===== src/rtl/cpu_pkg.sv =====
// -----------------------------------------------------------------------------
// cpu_pkg
// Shared definitions for the instruction fetch path and its companions
// (disassembler / trace logic).
//   - opcode constants for control-flow and special instructions
//   - opcode range bounds used by the length table
//   - fetch FSM state encoding
//   - instr_length(): opcode -> instruction length in bytes (1..3)
// -----------------------------------------------------------------------------
package cpu_pkg;

    // Special opcodes
    localparam logic [7:0] OP_HALT = 8'hFF;
    localparam logic [7:0] OP_NOP  = 8'hFC;
    localparam logic [7:0] OP_RET  = 8'hFB;
    localparam logic [7:0] OP_CALL = 8'hF9;
    localparam logic [7:0] OP_JMP  = 8'hF8;

    // Opcode ranges that carry trailing bytes
    localparam logic [7:0] ALU_IMM_LO = 8'h80;  // ALU immediate, 2 bytes
    localparam logic [7:0] ALU_IMM_HI = 8'h87;
    localparam logic [7:0] MOVI_LO    = 8'hB8;  // MOVI, 2 bytes
    localparam logic [7:0] MOVI_HI    = 8'hBF;
    localparam logic [7:0] JCC_LO     = 8'hE0;  // conditional jump, 3 bytes
    localparam logic [7:0] JCC_HI     = 8'hEF;

    // Fetch FSM state encoding
    typedef logic [2:0] fetch_state_t;
    localparam fetch_state_t ST_FETCH_OP = 3'd0;
    localparam fetch_state_t ST_FETCH_B1 = 3'd1;
    localparam fetch_state_t ST_FETCH_B2 = 3'd2;
    localparam fetch_state_t ST_PRESENT  = 3'd3;
    localparam fetch_state_t ST_HALTED   = 3'd4;

    // Instruction length in bytes for a given opcode
    function automatic logic [1:0] instr_length(input logic [7:0] op);
        logic [1:0] len;
        len = 2'd1;
        if ((op >= ALU_IMM_LO && op <= ALU_IMM_HI) ||
            (op >= MOVI_LO    && op <= MOVI_HI)) begin
            len = 2'd2;
        end else if ((op >= JCC_LO && op <= JCC_HI) ||
                     (op == OP_JMP) || (op == OP_CALL)) begin
            len = 2'd3;
        end
        return len;
    endfunction

endpackage


===== src/rtl/instr_len_decode.sv =====
// -----------------------------------------------------------------------------
// instr_len_decode
// Purely combinational opcode-to-length decoder.
//   opcode    in  8  opcode byte
//   instr_len out 2  instruction length in bytes: 1, 2 or 3
// -----------------------------------------------------------------------------
module instr_len_decode
    import cpu_pkg::*;
(
    input  logic [7:0] opcode,
    output logic [1:0] instr_len
);

    assign instr_len = instr_length(opcode);

endmodule


===== src/rtl/instr_fetch_unit.sv =====
// -----------------------------------------------------------------------------
// instr_fetch_unit
// Drives the byte-wide memory read address, assembles variable-length
// instructions (opcode + 0..2 trailing bytes) and presents each whole
// instruction to decode/execute over a valid/ready handshake. Supports PC
// redirect (jump/call/return) and stops fetching after HALT is accepted.
//
// Ports:
//   clk, rst       clock; synchronous active-high reset
//   mem_addr       read address to memory (always the internal PC)
//   mem_dout       combinational read data at mem_addr
//   pc_load        redirect request from execute (highest priority)
//   pc_load_val    redirect target
//   instr_valid    complete instruction presented
//   instr_ready    consumer accepts the instruction this cycle
//   opcode         opcode byte
//   operand        len 2: {8'h00, b1}; len 3: {b1, b2}; len 1: 0
//   instr_len      instruction length 1..3
//   instr_pc       address of the opcode byte
//   next_pc        instr_pc + instr_len (CALL return address)
//   halted         HALT accepted, fetching stopped
//
// Configuration macro:
//   FETCH_SKIP_NOP_EN  when defined, NOP (8'hFC) opcodes are consumed in
//                      FETCH_OP without being presented (1 cycle each).
// -----------------------------------------------------------------------------
module instr_fetch_unit
    import cpu_pkg::*;
#(
    parameter int                ADDR_W   = 16,
    parameter logic [ADDR_W-1:0] RESET_PC = '0
) (
    input  logic              clk,
    input  logic              rst,
    output logic [ADDR_W-1:0] mem_addr,
    input  logic [7:0]        mem_dout,
    input  logic              pc_load,
    input  logic [ADDR_W-1:0] pc_load_val,
    output logic              instr_valid,
    input  logic              instr_ready,
    output logic [7:0]        opcode,
    output logic [15:0]       operand,
    output logic [1:0]        instr_len,
    output logic [ADDR_W-1:0] instr_pc,
    output logic [ADDR_W-1:0] next_pc,
    output logic              halted
);

    fetch_state_t      state_q,     state_d;
    logic [ADDR_W-1:0] pc_q,        pc_d;
    logic [7:0]        opcode_q,    opcode_d;
    logic [15:0]       operand_q,   operand_d;
    logic [1:0]        instr_len_q, instr_len_d;
    logic [ADDR_W-1:0] instr_pc_q,  instr_pc_d;
    logic [ADDR_W-1:0] next_pc_q,   next_pc_d;

    logic [1:0]        dec_len;
    logic              skip_nop;
    logic [ADDR_W-1:0] pc_inc;

    // Length of the byte currently on the memory bus; only meaningful
    // while that byte is an opcode (FETCH_OP).
    instr_len_decode u_len_dec (
        .opcode    (mem_dout),
        .instr_len (dec_len)
    );

`ifdef FETCH_SKIP_NOP_EN
    assign skip_nop = (mem_dout == OP_NOP);
`else
    assign skip_nop = 1'b0;
`endif

    // Modulo 2^ADDR_W increment; wraps naturally at the top of memory.
    assign pc_inc = pc_q + ADDR_W'(1);

    always_comb begin
        state_d     = state_q;
        pc_d        = pc_q;
        opcode_d    = opcode_q;
        operand_d   = operand_q;
        instr_len_d = instr_len_q;
        instr_pc_d  = instr_pc_q;
        next_pc_d   = next_pc_q;

        case (state_q)
            ST_FETCH_OP: begin
                pc_d = pc_inc;
                if (!skip_nop) begin
                    opcode_d    = mem_dout;
                    instr_len_d = dec_len;
                    instr_pc_d  = pc_q;
                    next_pc_d   = pc_q + ADDR_W'(dec_len);
                    operand_d   = '0;
                    state_d     = (dec_len == 2'd1) ? ST_PRESENT : ST_FETCH_B1;
                end
            end
            ST_FETCH_B1: begin
                pc_d = pc_inc;
                // b1 lands in the high byte for 3-byte forms, low byte otherwise
                if (instr_len_q == 2'd3) begin
                    operand_d = {mem_dout, 8'h00};
                    state_d   = ST_FETCH_B2;
                end else begin
                    operand_d = {8'h00, mem_dout};
                    state_d   = ST_PRESENT;
                end
            end
            ST_FETCH_B2: begin
                pc_d      = pc_inc;
                operand_d = {operand_q[15:8], mem_dout};
                state_d   = ST_PRESENT;
            end
            ST_PRESENT: begin
                if (instr_ready) begin
                    state_d = (opcode_q == OP_HALT) ? ST_HALTED : ST_FETCH_OP;
                end
            end
            ST_HALTED: begin
                state_d = ST_HALTED;
            end
            default: begin
                state_d = ST_FETCH_OP;
            end
        endcase

        // Redirect overrides every state; a coincident handshake in PRESENT
        // still counts as accepted, only the next fetch address changes.
        if (pc_load) begin
            pc_d    = pc_load_val;
            state_d = ST_FETCH_OP;
        end
    end

    always_ff @(posedge clk) begin
        if (rst) begin
            state_q     <= ST_FETCH_OP;
            pc_q        <= RESET_PC;
            opcode_q    <= '0;
            operand_q   <= '0;
            instr_len_q <= '0;
            instr_pc_q  <= '0;
            next_pc_q   <= '0;
        end else begin
            state_q     <= state_d;
            pc_q        <= pc_d;
            opcode_q    <= opcode_d;
            operand_q   <= operand_d;
            instr_len_q <= instr_len_d;
            instr_pc_q  <= instr_pc_d;
            next_pc_q   <= next_pc_d;
        end
    end

    assign mem_addr    = pc_q;
    assign instr_valid = (state_q == ST_PRESENT);
    assign halted      = (state_q == ST_HALTED);
    assign opcode      = opcode_q;
    assign operand     = operand_q;
    assign instr_len   = instr_len_q;
    assign instr_pc    = instr_pc_q;
    assign next_pc     = next_pc_q;

endmodule


===== config.mk =====
export PLATFORM = sky130hd
export DESIGN_NAME = instr_fetch_unit
export DESIGN_NICKNAME = d
export VERILOG_FILES = /design/src/rtl/cpu_pkg.sv /design/src/rtl/instr_len_decode.sv /design/src/rtl/instr_fetch_unit.sv
export SDC_FILE = /design/constraint.sdc
export NUM_CORES = 1
export LEC_CHECK = 0
export BUFFER_PORTS_ARGS = -buffer_cell sky130_fd_sc_hd__buf_4
export CAP_MARGIN = 15
export CORE_MARGIN = 3
export CORE_UTILIZATION = 53
export CTS_BUF_LIST = sky130_fd_sc_hd__clkbuf_8
export DETAILED_ROUTE_END_ITERATION = 8
export PLACE_DENSITY = 0.82
export SETUP_SLACK_MARGIN = 0.15
export SYNTH_ARGS = -nofsm -noshare
export SYNTH_HDL_FRONTEND = slang
export SYNTH_SLANG_ARGS = --single-unit

===== constraint.sdc =====
create_clock -name clk -period 2.5 [get_ports clk]
set_input_delay 0 -clock clk [delete_from_list [all_inputs] [get_ports clk]]
set_output_delay 0 -clock clk [all_outputs]
set_load 0.01 [all_outputs]

==> summary.md <==
| Metric | Value |
|---|---|
| Worst rel slew slack | 0.433 |
| Setup TNS | 0 ns |
| Mapped cell area | 0.00341 sq mm |
| Post-route ant nets | 0 |
| Data arrival time of the critical path | 2.53 ns |
| Length of the first detailed-routing pass in iterations | 4 |
| Count of endpoints failing hold in the final timing report | 0 |
| Area used by sequential logic in the layout | 0.00154 sq mm |
| DRC violation total after the first TritonRoute iteration | 251 |
| Area taken by multi-input logic gates | 0.00169 sq mm |
| WL/cell | 15.4 microns |
| Maximum clock frequency | 441 MHz |
| Worst Skew | 0.00991 ns |
| Share of the synthesized area in the top cell type | 0.453 |
| Post-synth top flop | sky130_fd_sc_hd__dfxtp_1 |
| Nets@finish | 566 |
| Worst path required time | 2.76 ns |
| Clock sink count | 77 |
| Slowest stage cell, crit path | sky130_fd_sc_hd__dlygate4sd3_1 |
| Number of warning messages in the yosys log | 0 |
| Buffer cell driving the clock tree root | sky130_fd_sc_hd__clkbuf_8 |
| TritonCTS clock tree | yes |
| Run status | complete, no violations |
| H-Tree Level Count | 3 |
| Post-detailed-placement half-perimeter wirelength | 6.33 mm |
| Total nets after synthesis | 450 |
| Crit Path Category | in -> reg |
| Fill count | 438 |
| Gate count of the mapped netlist | 418 |
| Aggregate global routing overflow | 0 |
| Effective utilization at floorplan | 0.562 |
| Count of flip-flops with a built-in enable after synthesis | 0 |
| Vias in the first global route | 3,168 |
| Crit Path Max Fanout | 6 |
| Library cell with the largest summed area after synthesis | sky130_fd_sc_hd__dfxtp_1 |
| Max Root-Sink Buffers | 2 |
| Crit path time final | 2.27 ns |
| Layout-stage area growth over the synthesis result | 38.1% |
| RSZ-0062 raised after global routing | true |
| Count of antenna diodes in the layout | 0 |
| Via density per instance | 5.60 |
| Ratio of cells with drive above 1 in the final layout | 0.254 |
| Die X-Extent | 86.2 microns |
| Hold/Removal Path Class | in -> reg |
| Fin. max-slew vios | 0 |
| Sequential element share of the synthesized area | 0.453 |
| Area of the core region | 0.00606 sq mm |
| Final wirelength | 9.46 mm |
| Clock-pin slew on the worst setup and hold paths | 0.08 ns |
| Count of unique library cells instantiated by Yosys | 41 |
| Number of clock buffers inserted by TritonCTS | 9 |
| Top post-synthesis cells by area | sky130_fd_sc_hd__dfxtp_1, sky130_fd_sc_hd__nand2_1, sky130_fd_sc_hd__nor2_1 |
| Period Utilization, post-route | 0.907 |
| Placement row count | 28 |
| Height of the chip | 86.2 microns |
| Total of endpoints with negative setup slack in the final report | 0 |
| Global-route usage over all layers | 0.253 |
| Least-Margin Pin Slew | 0.850 ns |
| CP Launch Type | input pin |
| Leakage dissipation | 1.95 nW |
| Cell class contributing the biggest share of worst-path delay | buffers and inverters |
| Library cell appearing most often on the critical path | sky130_fd_sc_hd__inv_1 |
| Top-count cell post-synth | sky130_fd_sc_hd__dfxtp_1 |
| # Max-Cap Violations | 0 |
| Ordered cell list for the critical path | dlygate4sd3_1 > buf_4 > inv_1 > a211oi_2 > a41oi_2 > inv_1 > ha_1 > a21oi_1 > or2_2 > or3_1 > a311oi_1 |
| Flip-flop and latch count after synthesis | 77 |
| Initial antenna violation count | 0 |
| Ranking of synthesized cells by instance count | sky130_fd_sc_hd__dfxtp_1, sky130_fd_sc_hd__nand2_1, sky130_fd_sc_hd__nor2_1 |
| Number of standard cells in the layout, taps in and fillers out | 614 |
| Number of I/O pins | 104 |
| Via count of the routed design | 3,436 |
| Post-synthesis async set-or-reset flop share | 0 |
| Number of buffers inserted by port buffering | 103 |
| Largest net degree at the start of global routing | 77 |
| Wire length of the first global-routing pass | 15.0 mm |
| Clk_lat worst skew | 0.34 ns |
| Worst vdd ir | 0.000396 V |
| Sort of element at the end of the critical path | flip-flop |
| Total DRC errors in the routed layout | 0 |
| Cell Count Post-Placement | 571 |
| Synthesized area divided by synthesized cell count | 8.15 sq um |
| Areal power density over the cells | 608 mW/mm^2 |
| Die area | 0.00742 sq mm |
| Placer congestion estimate | 0.874 |
| Stage delay of the slowest cell on the critical path | 0.54 ns |
| Crit path buf inv count | 4 |
## routing by layer
layer	GRT usage	wire [microns]
met2	0.394	4400
met4	0.105	165
met1	0.347	4210
met5	0	0
met3	0.0432	684
## metrics by stage
step / area [sq um] / util / worst slack, ns / hold slack [ns] / power [W]
3_3_place_gp: 4210 / 0.695 / 0.203 / 0.223 / 0.00185
3_5_place_dp: 4210 / 0.695 / 0.157 / 0.227 / 0.00186
2_1_floorplan: 3410 / - / 0.417 / 0.0785 / 0.00164
4_1_cts: 4680 / 0.773 / 0.164 / 0.0174 / 0.00286
5_1_grt: 4700 / 0.776 / 0.0601 / 0.0547 / 0.00297
6_report: 4700 / 0.776 / 0.232 / 0.0396 / 0.00286
## where the power goes
part | switching [W] | internal, W
sequential | 0.0000836 | 0.00130
clock | 0.000464 | 0.000518
combinational | 0.000248 | 0.000240
total | 0.000796 | 0.00206
## sequential cells by signal, indices dropped and copies added, names as in the netlist
| register | flops |
|---|---|
| instr_pc | 16 |
| mem_addr | 16 |
| next_pc | 16 |
| operand | 16 |
| opcode | 8 |
| state_q | 3 |
| instr_len | 2 |
## repair_timing
item / CTS / global route
buffers inserted: 0 / 1
resized for setup: 0 / 2
hold endpoints to repair: 34 / 0
hold buffers: 26 / 0
setup endpoints to repair: 0 / 10
## worst register-to-register path, stage by stage, from the launching register on
cell	delay (ns)
sky130_fd_sc_hd__dfxtp_1	0.61
sky130_fd_sc_hd__and4_1	0.36
sky130_fd_sc_hd__nand4_1	0.28
sky130_fd_sc_hd__or4_1	0.49
sky130_fd_sc_hd__a311oi_1	0.26
## layout by cell type (no fill, tap or decap), types with 2 or more instances in the layout
cell type / count
sky130_fd_sc_hd__nand3_1: 10
sky130_fd_sc_hd__a21oi_1: 31
sky130_fd_sc_hd__nor4_1: 6
sky130_fd_sc_hd__o31a_1: 8
sky130_fd_sc_hd__nor3_1: 7
sky130_fd_sc_hd__ha_1: 3
sky130_fd_sc_hd__and4_1: 2
sky130_fd_sc_hd__clkinv_2: 2
sky130_fd_sc_hd__a211oi_1: 23
sky130_fd_sc_hd__nand2_1: 74
sky130_fd_sc_hd__xor2_1: 7
sky130_fd_sc_hd__nand4_1: 7
sky130_fd_sc_hd__or3_1: 8
sky130_fd_sc_hd__or2_2: 2
sky130_fd_sc_hd__clkbuf_8: 11
sky130_fd_sc_hd__a22oi_1: 8
sky130_fd_sc_hd__xnor2_1: 14
sky130_fd_sc_hd__dfxtp_1: 77
sky130_fd_sc_hd__or4_1: 2
sky130_fd_sc_hd__o21ai_0: 6
sky130_fd_sc_hd__nor2_1: 50
sky130_fd_sc_hd__buf_4: 112
sky130_fd_sc_hd__inv_1: 13
sky130_fd_sc_hd__o31ai_1: 3
sky130_fd_sc_hd__a311oi_1: 7
sky130_fd_sc_hd__dlygate4sd3_1: 26
## path summary, 6_finish.rpt
check	startpoint	to	slack, ns	depth (start not counted)
setup / recovery	mem_dout[7]	next_pc[15]$_SDFFE_PP0N_	0.23	11
hold / removal	mem_dout[4]	operand[4]$_SDFFE_PP0P_	0.04	4
setup reg to reg	mem_addr[3]$_SDFFE_PP0P_	mem_addr[14]$_SDFFE_PP0P_	0.41	4
hold reg to reg	instr_pc[5]$_SDFFE_PP0N_	instr_pc[5]$_SDFFE_PP0N_	0.46	2
## logic make-up (layout without fill, tap and decap cells)
| family | after synthesis | after routing | synth area share |
|---|---|---|---|
| and+or+nand+nor | 175 | 175 | 0.230 |
| AOI/OAI and AO/OA | 93 | 93 | 0.186 |
| DFF | 77 | 77 | 0.453 |
| buffers and inverters | 47 | 168 | 0.0577 |
| xor gates and xnor gates | 21 | 21 | 0.0540 |
| adders and majority gates | 4 | 4 | 0.0169 |
| muxes | 1 | 1 | 0.00294 |
## area by class of cell
class / count / share of cell area
Inverter: 13 / 0.0104
Clock buffer: 11 / 0.0322
Sequential cell: 77 / 0.328
Multi-Input combinational cell: 294 / 0.359
Clock inverter: 5 / 0.0122
Timing Repair Buffer: 139 / 0.238
Tap cell: 75 / 0.0200
Power figures use the tool's default switching activity.
